$ cat src/rtl/risc16_loader_pkg.sv
// Shared types and constants for the RISC-16 program loader.
// Optional checksum support is selected with RISC16_LOADER_CSUM_EN.
package risc16_loader_pkg;

    localparam logic [7:0] SYNC_BYTE = 8'hA5;

    // Address and count header fields are each this many bytes wide.
    localparam int unsigned WORD_BYTES = 2;

    typedef enum logic [3:0] {
        ST_IDLE,
        ST_ADDR_H,
        ST_ADDR_L,
        ST_CNT_H,
        ST_CNT_L,
        ST_DATA_H,
        ST_DATA_L,
        ST_WRITE,
`ifdef RISC16_LOADER_CSUM_EN
        ST_CSUM,
`endif
        ST_RELEASE,
        ST_ERROR
    } state_t;

`ifdef RISC16_LOADER_CSUM_EN
    localparam state_t DONE_ST = ST_CSUM;
`else
    localparam state_t DONE_ST = ST_RELEASE;
`endif

endpackage

$ cat src/rtl/risc16_pgm_loader_timer.sv
// Inter-byte idle counter; expired marks the TIMEOUT_CYC-th consecutive idle cycle.
module risc16_loader_timer #(
    parameter int unsigned TIMEOUT_CYC = 50000
) (
    input  logic clk,
    input  logic rst,
    input  logic clear,
    input  logic enable,
    output logic expired
);

    localparam int unsigned W = $clog2(TIMEOUT_CYC + 1);

    logic [W-1:0] cnt;

    assign expired = enable && (cnt == W'(TIMEOUT_CYC - 1));

    always_ff @(posedge clk) begin
        if (rst || clear) begin
            cnt <= '0;
        end else if (enable && !expired) begin
            cnt <= cnt + W'(1);
        end
    end

endmodule

$ cat src/rtl/risc16_pgm_loader.sv
// Framed byte-stream loader driving the RISC-16 program-memory port.
// Define RISC16_LOADER_CSUM_EN to require a trailing XOR checksum byte.
module risc16_pgm_loader
    import risc16_loader_pkg::*;
#(
    parameter int unsigned RST_CYC     = 4,
    parameter int unsigned TIMEOUT_CYC = 50000
) (
    input  logic        clk,
    input  logic        rst,
    input  logic [7:0]  rx_data,
    input  logic        rx_valid,
    output logic        rx_ready,
    output logic        pgm,
    output logic [15:0] pgm_addr,
    output logic [15:0] pgm_data,
    output logic        pg_wr,
    output logic        cpu_rst,
    output logic        busy,
    output logic        err,
    output logic [15:0] words_loaded
);

    localparam int unsigned RW = $clog2(RST_CYC + 1);

    state_t                    state;
    logic [8*WORD_BYTES-1:0]   base_addr;
    logic [8*WORD_BYTES-1:0]   word_cnt;
    logic [7:0]                hi_byte;
    logic [RW-1:0]             rel_cnt;
    logic [15:0]               wl_next;
    logic                      accept;
    logic                      timed;
    logic                      expired;

    assign rx_ready = (state != ST_WRITE) && (state != ST_RELEASE);
    assign accept   = rx_valid && rx_ready;
    assign wl_next  = words_loaded + 16'd1;

    always_comb begin
        timed = 1'b0;
        case (state)
            ST_ADDR_H, ST_ADDR_L, ST_CNT_H, ST_CNT_L, ST_DATA_H, ST_DATA_L: timed = 1'b1;
`ifdef RISC16_LOADER_CSUM_EN
            ST_CSUM: timed = 1'b1;
`endif
            default: timed = 1'b0;
        endcase
    end

    risc16_loader_timer #(.TIMEOUT_CYC(TIMEOUT_CYC)) u_timer (
        .clk     (clk),
        .rst     (rst),
        .clear   (accept || !timed),
        .enable  (timed),
        .expired (expired)
    );

`ifdef RISC16_LOADER_CSUM_EN
    logic [7:0] acc;

    always_ff @(posedge clk) begin
        if (rst) begin
            acc <= '0;
        end else if (accept) begin
            if (state == ST_IDLE || state == ST_ERROR) begin
                acc <= '0;
            end else if (state != ST_CSUM) begin
                acc <= acc ^ rx_data;
            end
        end
    end
`endif

    always_ff @(posedge clk) begin
        if (rst) begin
            state        <= ST_IDLE;
            pgm          <= 1'b0;
            pgm_addr     <= '0;
            pgm_data     <= '0;
            pg_wr        <= 1'b0;
            cpu_rst      <= 1'b0;
            busy         <= 1'b0;
            err          <= 1'b0;
            words_loaded <= '0;
            base_addr    <= '0;
            word_cnt     <= '0;
            hi_byte      <= '0;
            rel_cnt      <= '0;
        end else begin
            pg_wr   <= 1'b0;
            rel_cnt <= '0;
            if (expired && !accept) begin
                state <= ST_ERROR;
                err   <= 1'b1;
                busy  <= 1'b0;
            end else begin
                case (state)
                    ST_IDLE, ST_ERROR: begin
                        if (accept && rx_data == SYNC_BYTE) begin
                            state        <= ST_ADDR_H;
                            pgm          <= 1'b1;
                            busy         <= 1'b1;
                            err          <= 1'b0;
                            words_loaded <= '0;
                        end
                    end
                    ST_ADDR_H: if (accept) begin base_addr[15:8] <= rx_data; state <= ST_ADDR_L; end
                    ST_ADDR_L: if (accept) begin base_addr[7:0]  <= rx_data; state <= ST_CNT_H;  end
                    ST_CNT_H:  if (accept) begin word_cnt[15:8]  <= rx_data; state <= ST_CNT_L;  end
                    ST_CNT_L: begin
                        if (accept) begin
                            word_cnt[7:0] <= rx_data;
                            if ({word_cnt[15:8], rx_data} == 16'd0) begin
                                state   <= DONE_ST;
                                cpu_rst <= (DONE_ST == ST_RELEASE);
                            end else begin
                                state <= ST_DATA_H;
                            end
                        end
                    end
                    ST_DATA_H: if (accept) begin hi_byte <= rx_data; state <= ST_DATA_L; end
                    ST_DATA_L: begin
                        if (accept) begin
                            pg_wr    <= 1'b1;
                            pgm_addr <= base_addr + words_loaded;
                            pgm_data <= {hi_byte, rx_data};
                            state    <= ST_WRITE;
                        end
                    end
                    ST_WRITE: begin
                        words_loaded <= wl_next;
                        if (wl_next == word_cnt) begin
                            state   <= DONE_ST;
                            cpu_rst <= (DONE_ST == ST_RELEASE);
                        end else begin
                            state <= ST_DATA_H;
                        end
                    end
`ifdef RISC16_LOADER_CSUM_EN
                    ST_CSUM: begin
                        if (accept) begin
                            if (rx_data == acc) begin
                                state   <= ST_RELEASE;
                                cpu_rst <= 1'b1;
                            end else begin
                                state <= ST_ERROR;
                                err   <= 1'b1;
                                busy  <= 1'b0;
                            end
                        end
                    end
`endif
                    ST_RELEASE: begin
                        if (rel_cnt == RW'(RST_CYC - 1)) begin
                            pgm     <= 1'b0;
                            cpu_rst <= 1'b0;
                            busy    <= 1'b0;
                            state   <= ST_IDLE;
                        end else begin
                            rel_cnt <= rel_cnt + RW'(1);
                        end
                    end
                    default: state <= ST_IDLE;
                endcase
            end
        end
    end

endmodule

$ cat config.mk
export PLATFORM = sky130hd
export DESIGN_NAME = risc16_pgm_loader
export DESIGN_NICKNAME = d
export VERILOG_FILES = /design/src/rtl/risc16_loader_pkg.sv /design/src/rtl/risc16_pgm_loader_timer.sv /design/src/rtl/risc16_pgm_loader.sv
export SDC_FILE = /design/constraint.sdc
export NUM_CORES = 1
export LEC_CHECK = 0
export CAP_MARGIN = 15
export CORE_MARGIN = 1
export CORE_UTILIZATION = 35
export CTS_CLUSTER_SIZE = 16
export DETAILED_ROUTE_END_ITERATION = 7
export SLEW_MARGIN = 20
export SYNTH_ARGS = -nofsm -noshare
export SYNTH_HDL_FRONTEND = slang
export SYNTH_SLANG_ARGS = --single-unit
$ cat constraint.sdc
create_clock -name clk -period 6.65 [get_ports clk]
set_input_delay 0.665 -clock clk [delete_from_list [all_inputs] [get_ports clk]]
set_output_delay 0.665 -clock clk [all_outputs]
set_load 0.005 [all_outputs]
==> impl_metrics.toml <==
[outcome]
status = "completed"

[synth]
netlist_instances = 740
synthTopCellsByArea = "dfxtp_1, mux2i_1, nor2_1"
synth_nets = 771
synth_top_area_share_pct = 38.0
synth_largest_area_cell = "dfxtp_1"
synth_cell_types = 70
avgSynthCellArea_um2 = 8.25
synth_edf_count = 0
async_flop_share_pct = 0
synth.cell_area_mm2 = 0.00610
ys.flop_type = "dfxtp_1"
synth.most_common_cell = "dfxtp_1"
yosysWarnings = 0
synth_seq_cells = 116
synth_seq_area_share_pct = 38.0
synthTopCellsByCount = "dfxtp_1, nor2_1, nand2_1"

[sta]
tightest_slew_ns = 1.03
setup_slack_ns = 3.60
rsz0062_at_grt = "no"
post-route-period-util_pct = 45.8
hold_violations = 0
fmaxAchievable_ghz = 0.328
drv_slew = 0
slew_headroom_pct = 31.1
clock_skew_ns = 0.0141
setup_violations = 0
finalSetupTns_ns = 0
min_period_ns = 3.05

[floorplan]
dieArea_mm2 = 0.0180
die-width_um = 134
core-area_mm2 = 0.0168
pin_count = 65
die_y_um = 134
start_util_pct = 36.3
fp-row-count = 47

[worst_setup_path]
crit_type = "flop to output pin"
startpoint = "state[0]"
worst_setup_path_start_kind = "flop"
reg2reg_from = "words_loaded[1]"
cp-end-kind = "output pin"
r2r_setup_slack_ns = 3.71
rr_worst_depth = 8
path_max_fanout = 21
worstPathArrival_ns = 2.38
rr_endpoint = "state[3]"
endpoint = "rx_ready"
worstPathRequired_ns = 5.98

[clocking]
cts_tree = "built"
clock-sinks = 116
clk_path_buf_depth = 2
holdBufCountCts = 0
cts.reportedPaths.clkPinSlew_ns = 0.06
cts-root-buf = "clkbuf_16"
post_cts_resized = 0
clkLatencyLatePin_ns = 0.42
cts_buffers = 17
cts_setup_buffers = 0
h-tree-depth = 4

[finish]
syn_to_final_growth_pct = 22.7
fillCellCount = 1682
layout-drive-gt1-share_pct = 7.03
antenna_cells = 0
layout.nets = 816
regArea_mm2 = 0.00232
multiInputGateArea_mm2 = 0.00355

[pwr]
p_per_area_mw_per_mm2 = 271
swShare_pct = 27.2
ir_worst_vdd_v = 0.000172
p_seq_share_pct = 38.0
p_leak_nw = 2.77
p_sw_mw = 0.551
power_frac_clock_pct = 48.1
combPwrFrac_pct = 13.9
p_int_mw = 1.48

[grt]
antenna_found_initial = 0
track_usage_pct = 18.9
grt_start_max_net_pins = 97
globalRouteOverflowTotal = 0
grt_pass1_vias = 4944
grt_pass1_wl_mm = 26.5

[route]
wirelength_mm = 16.5
dr_wl_met2_mm = 7.05
detail-route-antenna-nets = 0
routed.top_layer = "met4"
via_count = 5356
wl_met1_mm = 8.21
avgViaCountPerCell = 5.27
routedWlPerCell_um = 16.2
initialDrtViolationCount = 402
met3_length_um = 949
dr.pass1.iters = 6
drc_errors = 0

[worst_hold_path]
hp-class = "flop to flop"

[place]
place_ws_ns = 3.46
gp_congestion = 0.868
portBuffers = 64
dp_hpwl_mm = 11.4

[job]
max_cap_violations = 0
-- power groups by stage --
stage / Combinational [mW] / Sequential [mW] / Clock, mW
floorplan: 0.247 / 0.748 / 0
global placement: 0.279 / 0.784 / 0
detailed placement: 0.281 / 0.784 / 0
CTS: 0.283 / 0.769 / 0.992
global route: 0.318 / 0.775 / 1.02
finish: 0.283 / 0.771 / 0.975
-- routing by layer --
metal / vias up / track usage, %
li1: 2713 / -
met2: 136 / 27.7
met4: 0 / 8.05
met3: 17 / 4.38
met5: - / 0
met1: 2490 / 26.5
-- layout by cell type (no fill, tap or decap), types with 3 or more instances in the layout --
cell type        instances
a21o_1                   3
a21oi_1                 67
a31oi_1                  4
and2_1                   4
and3_1                  11
and4_1                   4
buf_4                    4
bufinv_16                4
clkbuf_16               17
clkdlybuf4s50_1         63
clkinv_4                 3
dfxtp_1                116
ha_1                    19
inv_1                   13
mux2i_1                 43
nand2_1                 88
nand3_1                 29
nand3b_1                 6
nand4_1                 14
nor2_1                  97
nor2b_1                 12
nor3_1                  11
nor3b_1                  3
nor4_1                  10
nor4b_1                  3
o2111ai_1                4
o211ai_1                 3
o21a_1                   4
o21ai_0                 30
o311ai_0                 3
or3_1                    8
xnor2_1                 21
xor2_1                  18
-- registers in the layout, summed over array words and instances, names as in the netlist --
name	cells
err	1
hi_byte	8
rel_cnt	3
base_addr	16
pgm_data	16
busy	1
u_timer.cnt	16
word_cnt	16
cpu_rst	1
words_loaded	16
pgm_addr	16
pg_wr	1
pgm	1
state	4
-- metrics by stage --
step	utilization (%)	instance area, µm²	instances	hold slack, ns	total power [mW]
6_report	44.5	7490	1017	0.419	2.03
5_1_grt	44.5	7490	1017	0.454	2.12
4_1_cts	44.5	7490	1017	0.424	2.04
3_5_place_dp	40.8	6860	986	0.416	1.07
3_3_place_gp	40.8	6860	986	0.415	1.06
2_1_floorplan	-	6100	740	0.399	0.996
-- how the worst min path moves through the flow --
stage	start	end	slack [ns]	depth (start not counted)
after CTS	rel_cnt[0]	rel_cnt[0]	0.42	1
final	rel_cnt[0]	rel_cnt[0]	0.42	1
after global placement	rel_cnt[0]	rel_cnt[0]	0.42	1
after floorplan	rel_cnt[0]	rel_cnt[0]	0.40	1
after global routing	rel_cnt[0]	rel_cnt[0]	0.45	1
after detailed placement	rel_cnt[0]	rel_cnt[0]	0.42	1
-- kinds of logic (layout without fill, tap and decap cells) --
family,count (synthesis),in the layout,synth area share (%)
xor+xnor,40,40,5.86
mux,43,43,7.05
buf+inv,56,113,3.81
fa+ha+maj,20,20,4.22
flops,116,116,38.0
simple gates,322,322,26.6
compound gates,143,143,14.4
-- final cells by class --
| class | instances | share of cell area (%) |
|---|---|---|
| sequential | 116 | 31.0 |
| tap | 220 | 3.68 |
| inverter | 14 | 0.702 |
| multi-input combinational | 568 | 47.4 |
| clock inverter | 12 | 2.41 |
| timing repair buffer | 68 | 8.89 |
| clock buffer | 19 | 5.92 |
-- worst max-delay path, stage by stage, from the launching register on --
cell and delay, ns:
dfxtp_1 0.74, and4b_1 0.59, nor2_1 0.15, clkdlybuf4s50_1 0.48
No activity file was read; power rests on OpenSTA's default activity.
